$ cat src/rtl/ap_com_tt_reader.sv
// Truth-table reader for one approximate-compressor cell: sweeps every input vector,
// captures the cell output and compares it against an expected table.
module ap_com_tt_reader #(
  parameter int unsigned N_IN   = 4,
  parameter int unsigned SETTLE = 1,
  localparam int unsigned D     = 2 ** N_IN
) (
  input  logic            clk,
  input  logic            rst_n,
  input  logic            start,
  input  logic [D-1:0]    ref_tt,
  input  logic            cell_y,
  output logic [N_IN-1:0] cell_in,
  output logic            busy,
  output logic            done,
  output logic [D-1:0]    tt_out,
  output logic [D-1:0]    err_mask,
  output logic [N_IN:0]   err_cnt,
  output logic            pass
);

  typedef enum logic [1:0] {StIdle, StDrive, StDone} state_e;

  localparam logic [3:0]  SettleLast = 4'(SETTLE - 1);
  localparam logic [N_IN:0] IdxLast  = (N_IN + 1)'(D - 1);

  state_e            state_q, state_d;
  logic [N_IN:0]     idx_q, idx_d;
  logic [3:0]        scnt_q, scnt_d;
  logic [D-1:0]      ref_q, ref_d;
  logic [D-1:0]      tt_q, tt_d;
  logic [D-1:0]      mask_q, mask_d;
  logic [N_IN:0]     cnt_q, cnt_d;
  logic              pass_q, pass_d;

  logic [N_IN-1:0]   idx_lo;
  logic              mis;

  // idx is one bit wider than needed so the last-entry compare never sees a wrapped value.
  assign idx_lo = idx_q[N_IN-1:0];
  assign mis    = cell_y ^ ref_q[idx_lo];

  always_comb begin
    state_d = state_q;
    idx_d   = idx_q;
    scnt_d  = scnt_q;
    ref_d   = ref_q;
    tt_d    = tt_q;
    mask_d  = mask_q;
    cnt_d   = cnt_q;
    pass_d  = pass_q;
    unique case (state_q)
      StIdle: begin
        if (start) begin
          ref_d   = ref_tt;
          tt_d    = '0;
          mask_d  = '0;
          cnt_d   = '0;
          pass_d  = 1'b0;
          idx_d   = '0;
          scnt_d  = '0;
          state_d = StDrive;
        end
      end
      StDrive: begin
        if (scnt_q == SettleLast) begin
          tt_d[idx_lo]   = cell_y;
          mask_d[idx_lo] = mis;
          cnt_d          = cnt_q + {N_IN'(0), mis};
          if (idx_q == IdxLast) begin
            state_d = StDone;
          end else begin
            idx_d  = idx_q + (N_IN + 1)'(1);
            scnt_d = '0;
          end
        end else begin
          scnt_d = scnt_q + 4'd1;
        end
      end
      StDone: begin
        pass_d  = (cnt_q == '0);
        state_d = StIdle;
      end
      default: state_d = StIdle;
    endcase
  end

  always_ff @(posedge clk or negedge rst_n) begin
    if (!rst_n) begin
      state_q <= StIdle;
      idx_q   <= '0;
      scnt_q  <= '0;
      ref_q   <= '0;
      tt_q    <= '0;
      mask_q  <= '0;
      cnt_q   <= '0;
      pass_q  <= 1'b0;
    end else begin
      state_q <= state_d;
      idx_q   <= idx_d;
      scnt_q  <= scnt_d;
      ref_q   <= ref_d;
      tt_q    <= tt_d;
      mask_q  <= mask_d;
      cnt_q   <= cnt_d;
      pass_q  <= pass_d;
    end
  end

  // cell_in follows idx, so it keeps D-1 after a sweep until the next start or reset.
  assign cell_in  = idx_lo;
  assign busy     = (state_q == StDrive);
  assign done     = (state_q == StDone);
  assign tt_out   = tt_q;
  assign err_mask = mask_q;
  assign err_cnt  = cnt_q;
  assign pass     = pass_q;

endmodule

$ cat config.mk
export PLATFORM = sky130hd
export DESIGN_NAME = ap_com_tt_reader
export DESIGN_NICKNAME = d
export VERILOG_FILES = /design/src/rtl/ap_com_tt_reader.sv
export SDC_FILE = /design/constraint.sdc
export NUM_CORES = 1
export LEC_CHECK = 0
export ABC_AREA = 1
export CORE_ASPECT_RATIO = 0.9
export CORE_UTILIZATION = 25
export DETAILED_ROUTE_END_ITERATION = 10
export GPL_TIMING_DRIVEN = 0
export PLACE_DENSITY = 0.52
export SLEW_MARGIN = 40
export SYNTH_ARGS = -nofsm -noshare
export SYNTH_HDL_FRONTEND = slang
export SYNTH_SLANG_ARGS = --single-unit
$ cat constraint.sdc
create_clock -name clk -period 2.6 [get_ports clk]
set_input_delay 0.52 -clock clk [delete_from_list [all_inputs] [get_ports clk]]
set_output_delay 0.52 -clock clk [all_outputs]
set_load 0.005 [all_outputs]
==> qor.yml, run 1 <==
synthesis:
  ys_ff_latch: 65
  syn_area_um2: 3342
  synthDominantCellAreaShare_pct: 48.67
  synth.area.top_cells: "dfrtp_1, nand2_1, inv_1"
  synth_nets: 430
  ys_seq_area_share_pct: 48.67
  yosysMostFrequentCell: "nand2_1"
  synth.distinct_cells: 29
  ys_warn_count: 0
  synth_flop_cell: "dfrtp_1"
  ys_top_cells_by_count: "nand2_1, dfrtp_1, inv_1, o21ai_0, nand3_1"
  synth_top_area_cell: "dfrtp_1"
  synth_edf_count: 0
  synth_area_per_cell_um2: 8.334
  netlist_instances: 401
  ys_async_sr_fraction_pct: 100.0
floorplanning:
  fp.dieW_um: 123.9
  dieArea_um2: 13840
  die_h_um: 111.7
  start_util_pct: 25.94
  fp.coreArea_um2: 12880
  io_pins: 64
  num_rows: 39
clock_tree:
  clock_tree.buffer_depth: 2
  cts_sinks: 65
  cts_tree: "done"
  cts_buffers: 9
  cts_root_buf: "clkbuf_16"
  cts_max_level: 3
  clkLatencyLatePin_ps: 330
  clk_pin_slew_ps: 60
routing:
  wl_per_cell_um: 13.50
  viasPerCell: 4.439
  antenna_left: 0
  drt_iter0_markers: 158
  drc: 0
  drt-pass1-iter-count: 4
  wirelength_um: 8802
  vias: 2894
sta:
  fin_setup_tns_ps: 0
  fmax_mhz: 422.8
  fin_crit_ps: 2365
  finalHoldViolations: 0
  finalClockSkew_ps: 8.253
  relSlewSlack_pct: 62.05
  setup_viol: 0
  tightest_slew_ps: 569.3
  slew_violations: 0
  final.period_utilization_pct: 90.96
  rsz0062_at_grt: "no"
placement:
  dpl.hpwl_um: 6462
  io_buffers: 63
  place.gp.congestion: 0.7773
setup_path:
  startpoint_type: "register"
  r2r-start: "idx_q[0]"
  cp_slowest_cell: "dfrtp_1"
  crit_path_end_kind: "register"
  r2r-end: "err_cnt[4]"
  crit_top_cell: "nand2_2"
  crit_path_max_fanout: 11
  reg2reg_slack_ps: 230
  critical_path_class: "register to register"
  reg2regPathDepth: 16
  worst_ep_arrival_time_ps: 2560
  required_ps: 2790
  worstPathCellList: "buf_6 > inv_6 > buf_12 > nand2_2 > nand3_1 > nand2_1 > nand2_1 > nand2_2 > nor2_1 > nand2_2 > and2_1 > ha_1 > ha_1 > nand3_1 > xor2_1 > o31ai_1"
  slowest_delay_ps: 410
final_layout:
  multi_input_area_um2: 1391
  regArea_um2: 1628
  fin_nets: 512
  drive_gt1_share_pct: 13.11
  syn2layout_area_growth_pct: 37.70
  antenna_cells: 0
  post-route-util_pct: 35.72
  fillers: 1362
worst_hold_path:
  hold_path_class: "input port to asynchronous set/reset pin"
grt:
  grt_pass1_wl_um: 14340
  grt_antenna_before_repair: 0
  grt_pass1_vias: 2795
  grt_use_total_pct: 13.54
  grt_max_degree: 39
  grt_overflow_total: 0
power_and_ir_drop:
  cell_internal_pwr_mw: 3.413
  power.density_nw_per_um2: 1121
  swShare_pct: 33.82
  combPwrFrac_pct: 40.8
  p_clk_share_pct: 26.9
  switchingPower_mw: 1.744
  p_leak_nw: 2.122
  p_seq_share_pct: 32.3
  finalPower_mw: 5.157
  ir_drop_mv: 0.3792
run_status:
  outcome: "complete, no violations"
job:
  drv_cap: 0
==> placed cells by master, fill, tap and decap left out, drive strengths merged <==
cell type	synthesis	layout
nand2	118	118
dfrtp	65	65
clkdlybuf4s50	0	62
inv	49	48
nand3	34	34
o21ai	33	33
nor2	23	23
buf	13	23
clkbuf	6	16
a21oi	14	14
nor3	13	13
ha	9	9
a22o	8	8
o21a	3	3
o31ai	3	3
xor2	3	3
nand4	3	3
bufinv	0	3
clkinvlp	0	2
o22ai	2	2
and2	1	1
a31oi	1	1
clkinv	0	1
==> critical path: cells and delay by family, from the launching register on <==
kind | cells | cell delay (ps)
fa+ha+maj | 2 | 410
compound gates | 1 | 80
simple gates | 9 | 850
flops | 1 | 410
buf+inv | 3 | 340
xor+xnor | 1 | 150
==> worst max-delay path by stage <==
stage                  start            to  slack, ps
CTS                 idx_q[1]    err_cnt[4]          2
finish              idx_q[0]    err_cnt[4]        230
global route        idx_q[0]    err_cnt[4]        120
detailed placement    cell_y    err_cnt[4]        -30
floorplan           idx_q[0]    err_cnt[4]        420
global placement       rst_n  err_mask[11]      -1210
==> state kept, by name (all words and copies together), names as in the netlist <==
name / flops
err_cnt: 5
idx_q: 5
ref_q: 16
err_mask: 16
pass: 1
tt_out: 16
state_q: 2
scnt_q: 4
==> area by class of cell <==
type | count | share of cell area, %
buffer | 18 | 2.855
clock buffer | 11 | 5.275
clock inverter | 5 | 2.229
inverter | 49 | 4.187
multi-input combinational | 268 | 30.23
sequential | 65 | 35.37
tap | 164 | 4.459
timing repair buffer | 72 | 15.39
==> routing by layer <==
layer	GRT usage (%)	share of wire [%]	up-vias
met3	2.971	4.3	2
met4	4.578	0.33	0
li1	-	-	1457
met1	18.84	50	1375
met5	0	0	-
met2	20.59	45	60
==> power by group through the flow <==
stage                     combinational [mW]  clock, mW  sequential (mW)
after floorplan                         1.18          0             1.64
after global placement                  1.98          0             1.68
after detailed placement                2.00          0             1.68
after CTS                               2.02       1.42             1.67
after global routing                    2.34       1.47             1.72
final                                   2.10       1.39             1.67
==> through the flow <==
| step | cells | cell area [um2] | hold slack, ps | worst slack [ps] |
|---|---|---|---|---|
| floorplan | 401 | 3342 | 224.4 | 421.6 |
| finish | 652 | 4602 | 112.4 | 235.0 |
| global route | 652 | 4602 | 131.0 | 115.3 |
| CTS | 644 | 4537 | 120.7 | 2.340 |
| global placement | 628 | 4178 | 464.1 | -1214 |
| detailed placement | 629 | 4195 | 464.9 | -33.96 |
==> kinds of logic (layout without fill, tap and decap cells) <==
| group | Yosys count | after routing | synth area share, % |
|---|---|---|---|
| and+or+nand+nor | 192 | 192 | 26.10 |
| buffers and inverters | 68 | 155 | 9.697 |
| DFF | 65 | 65 | 48.67 |
| AOI/OAI and AO/OA | 64 | 64 | 11.38 |
| adders and majority gates | 9 | 9 | 3.370 |
| xor gates and xnor gates | 3 | 3 | 0.7864 |
==> repair_timing <==
action	in CTS	in global routing
hold endpoints to repair	0	0
setup buffers	0	8
hold buffers	0	0
pin swaps	0	2
gates cloned	0	0
setup endpoints to repair	1	4
resized for setup	0	2
(Power assumes the default switching activity.)
==> run 2: changes to the inputs <==
--- a/config.mk
+++ b/config.mk
@@ -15,3 +15,4 @@
 export SYNTH_ARGS = -nofsm -noshare
 export SYNTH_HDL_FRONTEND = slang
 export SYNTH_SLANG_ARGS = --single-unit
+export TNS_END_PERCENT = 5
==> results of run 2 <==
The final DEF is identical to that of run 1; final timing and power are the same.
==> run 3: changes to the inputs <==
--- a/config.mk
+++ b/config.mk
@@ -7,10 +7,10 @@
 export LEC_CHECK = 0
 export ABC_AREA = 1
 export CORE_ASPECT_RATIO = 0.9
-export CORE_UTILIZATION = 25
+export CORE_UTILIZATION = 45
 export DETAILED_ROUTE_END_ITERATION = 10
 export GPL_TIMING_DRIVEN = 0
-export PLACE_DENSITY = 0.52
+export PLACE_DENSITY = 0.79
 export SLEW_MARGIN = 40
 export SYNTH_ARGS = -nofsm -noshare
 export SYNTH_HDL_FRONTEND = slang
==> run 3 against run 2 <==
  * Critical path type unchanged
  * Highest routed layer unchanged
  * Largest cell class unchanged
  * Critical path depth stayed put
  * Routed wire length is 6.8% lower
  * Clock skew hardly changed
  * Critical endpoint unchanged
==> qor.yml, run 3 (synthesis results as in run 1) <==
clock_tree:
  cts_sinks: 65
  cts_root_buf: "clkbuf_8"
  ctsHoldBuffers: 0
  cts_tree: "done"
  clk_pin_slew_ps: 70
  cts_buffers: 9
  clock_tree.buffer_depth: 2
  cts_max_level: 3
  clkLatencyLatePin_ps: 340
setup_path:
  required_ps: 2810
  crit_path_end_kind: "register"
  r2r-start: "idx_q[0]"
  startpoint_type: "register"
  r2r-end: "err_cnt[4]"
  worst_ep_arrival_time_ps: 2580
  crit_path_max_fanout: 11
  critical_path_class: "register to register"
  reg2reg_slack_ps: 230
  reg2regPathDepth: 16
power_and_ir_drop:
  ir_drop_mv: 0.6740
  power.density_nw_per_um2: 1055
  combPwrFrac_pct: 45.7
  p_leak_nw: 2.038
  p_clk_share_pct: 17.8
  swShare_pct: 37.14
  switchingPower_mw: 1.700
  p_seq_share_pct: 36.5
  finalPower_mw: 4.577
  cell_internal_pwr_mw: 2.877
final_layout:
  multi_input_area_um2: 1391
  final_cells: 579
  drive_gt1_share_pct: 12.35
  antenna_cells: 0
  fin_nets: 511
  design_area_um2: 4338
  fillers: 643
  layout_common_cells: "nand2_1, dfrtp_1, clkdlybuf4s50_1"
  syn2layout_area_growth_pct: 29.80
  regArea_um2: 1628
  mostFrequentLayoutCell: "nand2_1"
  post-route-util_pct: 61.00
routing:
  drt_iter0_markers: 172
  viasPerCell: 5.216
  wl_per_cell_um: 14.17
  wirelength_um: 8207
  drc: 0
  vias: 3020
  antenna_left: 0
  drt-pass1-iter-count: 5
grt:
  grt_pass1_wl_um: 13540
  grt_overflow_total: 0
  grt_antenna_before_repair: 0
  grt_use_total_pct: 22.61
  grt_pass1_vias: 2795
  grt_max_degree: 35
job:
  drv_cap: 0
sta:
  tightest_slew_ps: 569.7
  finalClockSkew_ps: 8.739
  relSlewSlack_pct: 62.02
  rsz0062_at_grt: "no"
  fmax_mhz: 421.8
  finalHoldViolations: 0
  setup_viol: 0
  final.period_utilization_pct: 91.17
  slew_violations: 0
  holdWs_ps: 114.7
  fin_crit_ps: 2371
floorplanning:
  dieArea_um2: 7776
  fp.dieW_um: 92.84
  io_pins: 64
  num_rows: 29
  die_h_um: 83.76
  start_util_pct: 46.99
  fp.coreArea_um2: 7112
placement:
  dp_cells: 558
  dpl.hpwl_um: 5926
  io_buffers: 63
  dpl_cell_area_um2: 4106
  place.gp.congestion: 0.8358
run_status:
  outcome: "complete, no violations"
worst_hold_path:
  hold_path_class: "input port to asynchronous set/reset pin"
## run 3: layer usage
layer | up-vias | track usage (%) | part of all wire (%)
li1 | 1454 | - | -
met1 | 1443 | 32.14 | 46
met2 | 106 | 33.29 | 45
met3 | 17 | 3.643 | 6.2
met4 | 0 | 11.47 | 2.0
met5 | - | 0 | 0
## run 3: stage by stage
| stage | TNS, ps | setup WS, ps |
|---|---|---|
| final | 0 | 229.5 |
| after global routing | 0 | 30.23 |
| after global placement | -68460 | -1057 |
| after CTS | 0 | 33.20 |
| after detailed placement | 0 | 65.74 |
| after floorplan | 0 | 421.6 |
## run 3: power by group through the flow
stage / registers (mW) / clock network (mW) / logic (mW)
2_1_floorplan: 1.64 / 0 / 1.18
3_3_place_gp: 1.67 / 0 / 1.93
3_5_place_dp: 1.68 / 0 / 2.00
4_1_cts: 1.67 / 0.827 / 2.01
5_1_grt: 1.71 / 0.868 / 2.30
6_report: 1.67 / 0.815 / 2.09
## run 3: worst max-delay path by stage
stage / endpoint / start / cells after the start / slack, ps
after floorplan: err_cnt[4] / idx_q[0] / 16 / 420
after global placement: tt_out[13] / rst_n / 1 / -1060
after detailed placement: err_cnt[4] / idx_q[1] / 12 / 70
after CTS: err_cnt[4] / idx_q[1] / 12 / 30
after global routing: err_cnt[4] / idx_q[0] / 16 / 30
final: err_cnt[4] / idx_q[0] / 16 / 230
## run 3: critical path: stages (launching register included)
cell and delay [ps]:
dfrtp_1 430, buf_6 170, inv_6 60, buf_12 120, nand2_2 40, nand3_1 60, nand2_1 70, nand2_1 80
nand2_2 80, nor2_1 130, nand2_2 100, and2_1 180, ha_1 200, ha_1 200, nand3_1 90, xor2_1 150
o31ai_1 80
## run 3: area by class of cell
type | count | area share, %
Clock inverter | 3 | 0.9807
Inverter | 49 | 4.442
Buffer | 18 | 3.029
Sequential cell | 65 | 37.53
Clock buffer | 12 | 3.115
Multi-Input combinational cell | 268 | 32.07
Timing Repair Buffer | 71 | 16.15
Tap cell | 93 | 2.682
## run 3: repair_timing
action	CTS	global route
endpoints found under the setup margin	1	2
resized for setup	0	2
buffers inserted	0	7
pin swaps	0	2
